## config.mk

```make
export PLATFORM = sky130hd
export DESIGN_NAME = prog_loader_mem
export DESIGN_NICKNAME = d
export VERILOG_FILES = /design/src/rtl/prog_loader_mem.sv
export SDC_FILE = /design/constraint.sdc
export NUM_CORES = 1
export LEC_CHECK = 0
export CAP_MARGIN = 20
export CORE_MARGIN = 2
export CORE_UTILIZATION = 30
export CTS_CLUSTER_SIZE = 16
export DETAILED_ROUTE_END_ITERATION = 10
export PLACE_DENSITY_LB_ADDON = 0.08
export SETUP_SLACK_MARGIN = 0.05
export SLEW_MARGIN = 25
export SYNTH_ARGS = -nofsm -noshare
export SYNTH_HDL_FRONTEND = slang
export SYNTH_SLANG_ARGS = --single-unit
```

## constraint.sdc

```tcl
create_clock -name clk -period 1.6 [get_ports clk]
set_clock_uncertainty 0.2 [all_clocks]
set_input_delay 0.24 -clock clk [delete_from_list [all_inputs] [get_ports clk]]
set_output_delay 0.24 -clock clk [all_outputs]
set_load 0.03 [all_outputs]
```

## src/rtl/prog_loader_mem.sv

```systemverilog
// 16x8 writable program memory with a valid/ready byte-stream loader that holds the CPU in reset while loading.
// Optional build macro PROG_LOADER_MEM_BOOT_IMAGE_EN: reset preloads a small boot program and starts in RUN.
module prog_loader_mem (
  input  logic       clk,
  input  logic       reset,
  input  logic [3:0] address,
  output logic [7:0] instr,
  input  logic       ld_start,
  input  logic       ld_valid,
  input  logic [7:0] ld_data,
  output logic       ld_ready,
  output logic [4:0] ld_count,
  output logic       done,
  output logic       cpu_n_reset
);

  typedef enum logic [1:0] {
    IDLE = 2'd0,
    LOAD = 2'd1,
    RUN  = 2'd2
  } state_t;

  state_t     state_reg;
  logic [3:0] wr_ptr_reg;
  logic [4:0] ld_count_reg;
  logic       done_reg;
  logic       ld_ready_reg;
  logic       cpu_n_reset_reg;
  logic       accept;
  logic [7:0] mem_word [16];

  // A restart request in the same cycle as a byte takes priority and drops the byte.
  assign accept = (state_reg == LOAD) && ld_valid && !ld_start;

  always_ff @(posedge clk) begin
    if (reset) begin
`ifdef PROG_LOADER_MEM_BOOT_IMAGE_EN
      state_reg       <= RUN;
      cpu_n_reset_reg <= 1'b1;
`else
      state_reg       <= IDLE;
      cpu_n_reset_reg <= 1'b0;
`endif
      wr_ptr_reg      <= 4'd0;
      ld_count_reg    <= 5'd0;
      done_reg        <= 1'b0;
      ld_ready_reg    <= 1'b0;
    end else begin
      done_reg <= 1'b0;
      case (state_reg)
        IDLE: begin
          if (ld_start) begin
            state_reg    <= LOAD;
            ld_ready_reg <= 1'b1;
            wr_ptr_reg   <= 4'd0;
            ld_count_reg <= 5'd0;
          end
        end
        LOAD: begin
          if (ld_start) begin
            wr_ptr_reg   <= 4'd0;
            ld_count_reg <= 5'd0;
          end else if (ld_valid) begin
            ld_count_reg <= ld_count_reg + 5'd1;
            if (wr_ptr_reg == 4'd15) begin
              // Pointer parks at the last word rather than wrapping.
              state_reg       <= RUN;
              done_reg        <= 1'b1;
              ld_ready_reg    <= 1'b0;
              cpu_n_reset_reg <= 1'b1;
            end else begin
              wr_ptr_reg <= wr_ptr_reg + 4'd1;
            end
          end
        end
        RUN: begin
          if (ld_start) begin
            state_reg       <= LOAD;
            ld_ready_reg    <= 1'b1;
            cpu_n_reset_reg <= 1'b0;
            wr_ptr_reg      <= 4'd0;
            ld_count_reg    <= 5'd0;
          end
        end
        default: begin
          state_reg       <= IDLE;
          ld_ready_reg    <= 1'b0;
          cpu_n_reset_reg <= 1'b0;
        end
      endcase
    end
  end

  genvar gi;
  generate
    for (gi = 0; gi < 16; gi++) begin : g_word
`ifdef PROG_LOADER_MEM_BOOT_IMAGE_EN
      localparam logic [7:0] RESET_WORD = (gi == 0) ? 8'hB1 :
                                          (gi == 1) ? 8'hB2 :
                                          (gi == 2) ? 8'hB4 :
                                          (gi == 3) ? 8'hB8 :
                                          (gi == 4) ? 8'hF0 : 8'h00;
`else
      localparam logic [7:0] RESET_WORD = 8'h00;
`endif
      logic [7:0] word_reg;

      always_ff @(posedge clk) begin
        if (reset) begin
          word_reg <= RESET_WORD;
        end else if (accept && (wr_ptr_reg == 4'(gi))) begin
          word_reg <= ld_data;
        end
      end

      assign mem_word[gi] = word_reg;
    end
  endgenerate

  // The core only ever sees real instructions while it is out of reset.
  assign instr       = (state_reg == RUN) ? mem_word[address] : 8'h00;
  assign ld_ready    = ld_ready_reg;
  assign ld_count    = ld_count_reg;
  assign done        = done_reg;
  assign cpu_n_reset = cpu_n_reset_reg;

endmodule

```

==> impl_metrics.py <==
metrics = {
    "detailed_routing": {
        "ant_nets": 0,
        "drtIter0Drc": 191,
        "drt_wl_total_um": 17000,
        "highest_layer": "met4",
        "drc": 0,
        "firstDrtPassIters": 4,
        "vias_per_cell": 4.87,
        "wl_per_cell_um": 17.1,
        "wl_met1_um": 8200,
        "wl_met3_um": 422,
        "wl_met2_um": 8070,
        "vias": 4836,
    },
    "timing": {
        "slew_headroom": 0.737,
        "worst_pin_slew_ps": 394,
        "hold_viol_final": 0,
        "maxSlewViolCount": 0,
        "setup_violations": 142,
        "rsz0062_at_grt": "yes",
        "fmax_ghz": 0.447,
        "timing.final.ws_setup_ps": -636,
        "finalCriticalPeriod_ps": 2240,
        "fin_crit_sh": 1.40,
    },
    "pwr": {
        "p_seq_frac": 0.419,
        "power_density_nw_per_um2": 974,
        "p_sw_frac": 0.220,
        "p_int_w": 0.00662,
        "comb_power_share": 0.066,
        "p_total_w": 0.00849,
        "peakVddDrop_v": 0.000556,
        "p_switching_w": 0.00187,
        "clkPwrFrac": 0.515,
        "p_leak_nw": 4.12,
    },
    "job": {
        "drv_cap": 0,
    },
    "place": {
        "io_buffers": 31,
        "dp.cells": 953,
        "dp_slack_ps": -830,
        "post-dp-hpwl_um": 12200,
        "gp_congestion": 0.740,
    },
    "min_path": {
        "hold_path_startpoint": "reset",
        "min_path_type": "input pin to register",
    },
    "clock_network": {
        "clock_path_buffers": 2,
        "cts_tree": "yes",
        "cts.sinks": 142,
        "clk_latency_ps": 420,
        "root_buffer": "clkbuf_16",
        "numCtsBuffers": 17,
        "clkTransAtPathRegs_ps": 60,
        "holdBufCountCts": 0,
        "h-tree-depth": 4,
    },
    "floorplan": {
        "die_y_um": 151,
        "start_util": 0.308,
        "rows": 53,
        "die_w_um": 151,
        "die-area_um2": 22900,
        "num_io_pins": 32,
        "core-area_um2": 21200,
    },
    "critical_path": {
        "critical_path.max_stage_delay_ps": 350,
        "start_kind": "register",
        "cp.required_ps": 1160,
        "crit_path_start": "state_reg[0]$_SDFFE_PP0P_",
        "r2r_start": "state_reg[0]$_SDFFE_PP0P_",
        "cp_cell_sequence": "and3b_2, buf_12, a22oi_1, o211ai_1, buf_4",
        "endpoint_kind": "output port",
        "critPathArrivalTime_ps": 1800,
        "path_max_fanout": 10,
        "critPathKind": "register to output port",
        "cp_slowest_cell": "dfxtp_4",
    },
    "finish": {
        "final_cells": 994,
        "antenna_cells": 0,
        "fillers": 2049,
        "synthToLayoutAreaGrowth_pct": 33.6,
        "drive_above_1_share": 0.300,
        "largest_reg_flops": 128,
        "nets": 728,
    },
    "global_routing": {
        "overflow": 0,
        "antenna_found_initial": 0,
        "track_usage": 0.158,
        "grt_start_max_net_pins": 53,
        "grt_pass1_wl_um": 26900,
        "grt_pass1_vias": 4859,
    },
    "synthesis": {
        "ys_warn_count": 0,
        "synth_largest_area_cell": "dfxtp_1",
        "syn_area_um2": 6520,
        "syn-num-nets": 640,
        "synth_common_cells": "mux2i_1, dfxtp_1, nor2_1",
        "ys_types": 41,
        "synth.area.top_cells": "dfxtp_1, mux2i_1, nor2_1",
        "synth-edff-count": 0,
        "ys_seq_area_frac": 0.436,
        "ys_ff_latch": 142,
        "synth.most_common_cell": "mux2i_1",
        "synth_top_area_share": 0.436,
        "synthCells": 619,
        "synthArstFlopShare": 0,
        "synth_ff_type": "dfxtp_1",
        "synth.avg_cell_area_um2": 10.5,
    },
    "status": {
        "violations": "setup timing",
        "status": "finished with violations",
    },
}
-- placed cells by master (no fill, tap or decap), types with 7 or more instances in the layout --
cell type / instances
mux4_2: 22
buf_4: 68
nor2_1: 134
a22oi_2: 12
nand3_4: 13
clkdlybuf4s50_1: 11
a22oi_1: 7
mux2i_1: 147
buf_12: 19
dfxtp_1: 134
clkbuf_16: 17
o211ai_1: 8
nand3_1: 11
nand2_1: 9
-- path summary, 6_finish.rpt --
kind | endpoint | slack, ps | cells after the start
hold reg to reg | ld_ready$_SDFFE_PP0P_ | 290 | 2
hold / removal | g_word[4].word_reg[3]$_SDFFE_PP0P_ | 20 | 2
setup / recovery | instr[2] | -640 | 5
setup reg to reg | g_word[10].word_reg[6]$_SDFFE_PP0P_ | -330 | 8
-- power groups by stage --
| stage | registers (W) | clock network (W) | logic, W |
|---|---|---|---|
| floorplan | 0.00364 | 0 | 0.000285 |
| global route | 0.00355 | 0.00465 | 0.000599 |
| finish | 0.00355 | 0.00438 | 0.000559 |
| global placement | 0.00363 | 0 | 0.000528 |
| detailed placement | 0.00364 | 0 | 0.000534 |
| CTS | 0.00355 | 0.00448 | 0.000554 |
-- metal layers --
metal	GRT usage	vias to the layer above
met1	0.207	2362
li1	-	2374
met2	0.254	81
met5	0	-
met3	0.0305	19
met4	0.0668	0
-- what timing repair did --
action | in CTS | in global routing
pin swaps | 13 | 20
gates cloned | 1 | 0
buffers inserted | 6 | 3
setup endpoints to repair | 153 | 149
hold endpoints to repair | 0 | 0
resized for setup | 53 | 20
-- final cells by class --
cell class | instances | area, um^2 | share of cell area
flip-flops and latches | 142 | 2860 | 0.328
clock buffers | 18 | 439 | 0.0504
clock inverters | 13 | 214 | 0.0245
multi-input cells | 425 | 3650 | 0.419
inverters | 4 | 15.0 | 0.00172
repair buffers | 117 | 1200 | 0.138
well taps | 275 | 344 | 0.0395
-- metrics by stage --
stage	cell area, um^2	util	hold WS [ps]	setup TNS (ps)
6_report	8720	0.412	21.4	-39710
5_1_grt	8720	0.412	22.5	-52290
4_1_cts	8630	0.408	5.91	-42020
3_5_place_dp	7830	0.370	283	-65860
3_3_place_gp	7830	0.370	268	-64210
2_1_floorplan	6750	-	184	-9890
-- kinds of logic (layout without fill, tap and decap cells) --
family	Yosys count	count (layout)	share of synthesized area
and+or+nand+nor	196	196	0.154
muxes	171	171	0.305
adders and majority gates	5	5	0.00959
DFF	142	142	0.436
AOI/OAI and AO/OA	51	51	0.0547
xor gates and xnor gates	2	2	0.00269
buffers and inverters	52	152	0.0387
-- worst max-delay path: cells and delay by family (launching register included) --
family	cells	cell delay, ps
buffers and inverters	2	370
flip-flops	1	350
AND/OR/NAND/NOR	1	260
AO/OA/AOI/OAI	2	400
No activity file was read; power rests on OpenSTA's default activity.
